==> src/rtl/collision_search_ctrl_pkg.sv <==
// Shared types and defaults for the collision search sequencer.
package collision_search_ctrl_pkg;

  localparam int unsigned TARGET_W               = 5;
  localparam int unsigned NONCE_W_DEFAULT        = 32;
  localparam int unsigned TIMEOUT_CYCLES_DEFAULT = 1024;

  typedef enum logic [2:0] {
    ST_IDLE      = 3'd0,
    ST_LAUNCH    = 3'd1,
    ST_WAIT_HASH = 3'd2,
    ST_SETTLE    = 3'd3,
    ST_CHECK     = 3'd4,
    ST_DONE      = 3'd5
  } state_t;

endpackage

==> src/rtl/collision_search_ctrl_watchdog.sv <==
// search_watchdog: loadable down-counter whose expiry flag marks a hash that never returned.
module search_watchdog #(
  parameter int unsigned TIMEOUT_CYCLES = 1024
) (
  input  logic clk,
  input  logic rst_n,
  input  logic load,
  input  logic en,
  output logic expired
);

  localparam int unsigned CNT_W = $clog2(TIMEOUT_CYCLES + 1);

  logic [CNT_W-1:0] count;

  // Loaded one below the limit so expiry lands in the last permitted wait cycle.
  always_ff @(posedge clk) begin
    if (!rst_n) begin
      count <= '0;
    end else if (load) begin
      count <= CNT_W'(TIMEOUT_CYCLES - 1);
    end else if (en && (count != '0)) begin
      count <= count - CNT_W'(1);
    end
  end

  assign expired = en && (count == '0);

endmodule

==> src/rtl/collision_search_ctrl.sv <==
// Nonce search sequencer between the collision checker and the SHA-1 core.
// Optional hash watchdog compiled in with SEARCH_WATCHDOG_EN.
module collision_search_ctrl
  import collision_search_ctrl_pkg::*;
#(
  parameter int unsigned NONCE_W        = NONCE_W_DEFAULT,
  parameter int unsigned TIMEOUT_CYCLES = TIMEOUT_CYCLES_DEFAULT
) (
  input  logic                iClk,
  input  logic                iRstN,
  input  logic                iStart,
  input  logic                iAbort,
  input  logic [TARGET_W-1:0] iTarget,
  input  logic [NONCE_W-1:0]  iBaseNonce,
  input  logic [NONCE_W-1:0]  iMaxTries,
  input  logic                iShaReady,
  input  logic                iCollision,
  output logic                oShaStart,
  output logic [NONCE_W-1:0]  oNonce,
  output logic [TARGET_W-1:0] oTarget,
  output logic                oBusy,
  output logic                oDone,
  output logic                oFound,
  output logic [NONCE_W-1:0]  oFoundNonce,
  output logic [NONCE_W-1:0]  oAttempts,
  output logic                oError
);

  state_t             state;
  logic [NONCE_W-1:0] max_tries;
  logic               wd_expired;

`ifdef SEARCH_WATCHDOG_EN
  logic wd_load;
  logic wd_run;

  assign wd_load = (state == ST_LAUNCH);
  assign wd_run  = (state == ST_WAIT_HASH);

  search_watchdog #(
    .TIMEOUT_CYCLES(TIMEOUT_CYCLES)
  ) u_watchdog (
    .clk    (iClk),
    .rst_n  (iRstN),
    .load   (wd_load),
    .en     (wd_run),
    .expired(wd_expired)
  );
`else
  assign wd_expired = 1'b0 && (TIMEOUT_CYCLES != 0);
`endif

  assign oBusy = (state != ST_IDLE);

  always_ff @(posedge iClk) begin
    if (!iRstN) begin
      state       <= ST_IDLE;
      max_tries   <= '0;
      oShaStart   <= 1'b0;
      oNonce      <= '0;
      oTarget     <= '0;
      oDone       <= 1'b0;
      oFound      <= 1'b0;
      oFoundNonce <= '0;
      oAttempts   <= '0;
      oError      <= 1'b0;
    end else begin
      oShaStart <= 1'b0;
      oDone     <= 1'b0;
      unique case (state)
        ST_IDLE: begin
          if (iStart) begin
            oTarget   <= iTarget;
            max_tries <= iMaxTries;
            oNonce    <= iBaseNonce;
            oFound    <= 1'b0;
            oAttempts <= '0;
            oError    <= 1'b0;
            oShaStart <= 1'b1;
            state     <= ST_LAUNCH;
          end
        end
        ST_LAUNCH: begin
          if (iAbort) begin
            oDone <= 1'b1;
            state <= ST_DONE;
          end else begin
            state <= ST_WAIT_HASH;
          end
        end
        // Abort outranks a coincident ready; a ready outranks a coincident timeout.
        ST_WAIT_HASH: begin
          if (iAbort) begin
            oDone <= 1'b1;
            state <= ST_DONE;
          end else if (iShaReady) begin
            if (~&oAttempts) oAttempts <= oAttempts + NONCE_W'(1);
            state <= ST_SETTLE;
          end else if (wd_expired) begin
            oError <= 1'b1;
            oDone  <= 1'b1;
            state  <= ST_DONE;
          end
        end
        ST_SETTLE: begin
          if (iAbort) begin
            oDone <= 1'b1;
            state <= ST_DONE;
          end else begin
            state <= ST_CHECK;
          end
        end
        ST_CHECK: begin
          if (iCollision) begin
            oFound      <= 1'b1;
            oFoundNonce <= oNonce;
            oDone       <= 1'b1;
            state       <= ST_DONE;
          end else if (iAbort || ((max_tries != '0) && (oAttempts == max_tries))) begin
            oDone <= 1'b1;
            state <= ST_DONE;
          end else begin
            oNonce    <= oNonce + NONCE_W'(1);
            oShaStart <= 1'b1;
            state     <= ST_LAUNCH;
          end
        end
        ST_DONE: state <= ST_IDLE;
        default: state <= ST_IDLE;
      endcase
    end
  end

endmodule

==> config.mk <==
export PLATFORM = sky130hd
export DESIGN_NAME = collision_search_ctrl
export DESIGN_NICKNAME = d
export VERILOG_FILES = /design/src/rtl/collision_search_ctrl_pkg.sv /design/src/rtl/collision_search_ctrl_watchdog.sv /design/src/rtl/collision_search_ctrl.sv
export SDC_FILE = /design/constraint.sdc
export NUM_CORES = 1
export LEC_CHECK = 0
export CAP_MARGIN = 20
export CORE_ASPECT_RATIO = 1.4
export CORE_MARGIN = 3
export CORE_UTILIZATION = 50
export CTS_CLUSTER_SIZE = 28
export DETAILED_ROUTE_END_ITERATION = 8
export PLACE_DENSITY_LB_ADDON = 0.15
export SYNTH_ARGS = -nofsm -noshare
export SYNTH_HDL_FRONTEND = slang
export SYNTH_SLANG_ARGS = --single-unit
==> constraint.sdc <==
create_clock -name iClk -period 4.51 [get_ports iClk]
set_input_delay 0.902 -clock iClk [delete_from_list [all_inputs] [get_ports iClk]]
set_output_delay 0.902 -clock iClk [all_outputs]
set_load 0.05 [all_outputs]
==> out/metrics.cfg <==
[run_status]
status=finished, final reports clean

[drt]
ant_nets=0
viasPerCell=5.76
avgRoutedWirePerCell_um=18.1
drt_first_iter_violations=439
firstDrtPassIters=7
drc=0
routed_wl_um=21800
vias=6969

[power]
ir_drop_mv=0.222
cellPowerDensity_nw_per_um2=377
p_leak_nw=3.47

[hold_path]
min_path_type=flip-flop to flip-flop
hp-start=oFoundNonce[6]$_SDFFE_PN0P_

[grt]
grt-ovfl-total=0
grt_pass1_wl_um=35300
grt_pass1_vias=6934
antenna_found_initial=0
grt_max_degree=69
track_usage_pct=27.9

[worst_setup_path]
worstSetupEndpointType=primary output
slowest_stage=dfxtp_1
path_class=flip-flop to primary output
crit_chain=nor3_1, inv_1, clkdlybuf4s50_1
r2r-start=state[2]$_SDFFE_PN0P_
crit_start=state[2]$_SDFFE_PN0P_
max_stage_delay_ns=0.96
startpoint_type=flip-flop
cp.arrival_ns=2.48
path_max_fanout=24
cp_top_family=flip-flops
path_buf_inv=2
cp.required_ns=3.61

[yosys]
synthSimpleGateAreaFrac_pct=26.5
synth_compound_area_share_pct=21.1
synth_top_family_by_area=simple AND/OR/NAND/NOR gates
synthFlopType=dfxtp_1
async_flop_share_pct=0
synthMuxAreaShare_pct=0.275
synth_nets=948
synth_adder_area_share_pct=0.344
synth_area_leaders=dfxtp_1 (38%), nand2_1 (9.8%), a21boi_0 (7.1%)
ys_types=75
seq_area_frac_synth_pct=38.3
synth_xor_area_share_pct=7.91
synthCells=871
syn_avg_cell_area_um2=8.35
yosys.area.top_type_share_pct=38.3
yosysTopAreaCell=dfxtp_1
ys_ff_latch=139
ys_warn_count=0
syn_area_um2=7270
synth-edff-count=0

[cts]
clock_latency_ns=0.42
postCtsSetupBuffers=0
cts_resized=0
postCtsHoldBufs=0
h-tree-depth=4
root_buffer=clkbuf_16
cts_tree=yes
cts_buffers=17
clock_sinks=139
cts.reportedPaths.clkPinSlew_ns=0.06
max-clock-path-buffers=2

[final_layout]
fin_nets=1090
stdcell_area_um2=9620
drive_gt1_share_pct=8.11
stdcell_count=1209
n_antenna_cell=0
syn_to_final_growth_pct=32.3
fillCellCount=1179

[placement]
pre_cts_ws_ns=1.46
place_area_um2=9020
dp_hpwl_um=15400
dp.cells=1178
gp_congestion=0.846
port_buffers=179

[die]
die_w_um=108
core_um2=14100
rows=51
die_h_um=149
dieArea_um2=16100
start_util_pct=51.6
ios=181

[timing]
rsz0062_at_grt=no
fin_ws_ns=1.13
slew_headroom_pct=32.6
max_freq_mhz=296
worstMarginPinSlew_ns=1.01
min_period_over_period_pct=74.9
fin_skew_ns=0.00701
min_period_ns=3.38
slew_viol_final=0
finalHoldViolations=0
setup_viol=0
tns_ns=0

[run]
maxCapViolations=0

path summary, 6_finish.rpt:
kind                                        to  slack [ns]  cells past startpoint
setup / recovery                         oBusy        1.13                      3
hold / removal     oFoundNonce[6]$_SDFFE_PN0P_        0.46                      2
setup reg to reg  oFoundNonce[14]$_SDFFE_PN0P_        1.51                      7
hold reg to reg    oFoundNonce[6]$_SDFFE_PN0P_        0.46                      2
synth_stat cells, drive strengths merged, types with 2 or more instances:
cell	n
or3	2
ha	2
o21a	6
nand3b	2
nor4	28
o21ai	21
a22oi	5
mux2i	2
nand2	190
buf	32
clkbuf	34
a211oi	14
o31ai	5
a2bb2oi	5
nor2	47
nand4	32
inv	16
nor4b	3
a21boi	69
o211a	2
nor3b	2
and2	6
o211ai	8
o22ai	9
xnor2	21
o31a	3
xor2	43
a21oi	28
o311a	2
nor3	21
a31oi	4
dfxtp	139
and4	8
nand3	18
o311ai	12
and3	16
logic make-up (layout without fill, tap and decap cells):
kind of cell / after synthesis / count (layout)
AOI/OAI and AO/OA: 202 / 202
xor gates and xnor gates: 64 / 64
adders and majority gates: 2 / 2
buffers and inverters: 83 / 236
DFF: 139 / 139
muxes: 2 / 2
other: 1 / 1
and+or+nand+nor: 378 / 378
cells in the final DEF (no fill, tap or decap), types with 12 or more instances in the layout:
cell type        netlist  layout
nand2_1              190     190
clkdlybuf4s50_1        0     178
dfxtp_1              139     139
a21boi_0              69      69
nor2_1                47      47
xor2_1                41      41
nand4_1               29      29
a21oi_1               27      27
xnor2_1               21      21
nor3_1                21      21
nand3_1               18      18
nor4_1                19      18
clkbuf_16              0      17
inv_1                 15      15
and3_1                14      14
buf_4                  2      12
report_power, final:
group / total (mW) / switching (mW) / internal [mW] / leakage, nW
combinational: 0.777 / 0.482 / 0.295 / 2.05
sequential: 1.43 / 0.122 / 1.31 / 1.13
clock: 1.42 / 0.517 / 0.903 / 0.292
total: 3.63 / 1.12 / 2.50 / 3.47
stage by stage:
step / hold WS [ns] / utilization (%) / total power [mW]
after global placement: 0.450 / 64.0 / 2.22
after global routing: 0.484 / 68.2 / 3.76
after CTS: 0.465 / 68.2 / 3.64
after floorplan: 0.468 / - / 1.95
after detailed placement: 0.458 / 64.0 / 2.23
final: 0.461 / 68.2 / 3.63
flip-flops by register name, indices dropped and copies added, names as in the netlist:
register,cells
max_tries,32
oAttempts,32
oFoundNonce,32
oNonce,32
oTarget,5
state,3
oDone,1
oFound,1
oShaStart,1
metal layers:
metal  vias up  part of all wire (%)  routed length [um]  global-route usage (%)
li1       3362                     -                   -                       -
met1      3320                    38                8360                    31.8
met2       245                    53               11500                    49.6
met3        42                   5.8                1260                    5.64
met4         0                   3.1                 684                    12.3
met5         -                     0                   0                       0
layout make-up:
class / instances / area (um2) / area share (%)
clock buffer: 22 / 474 / 4.93
clock inverter: 8 / 118 / 1.22
inverter: 16 / 60.1 / 0.624
multi-input combinational: 649 / 4090 / 42.5
sequential: 139 / 2780 / 28.9
tap: 185 / 231 / 2.41
timing repair buffer: 190 / 1870 / 19.4
tightest hold or removal path: stages, from the launching register on:
cell and delay, ns:
dfxtp_1 0.30, nand2_1 0.04, a21boi_0 0.06
Power figures use the tool's default switching activity.
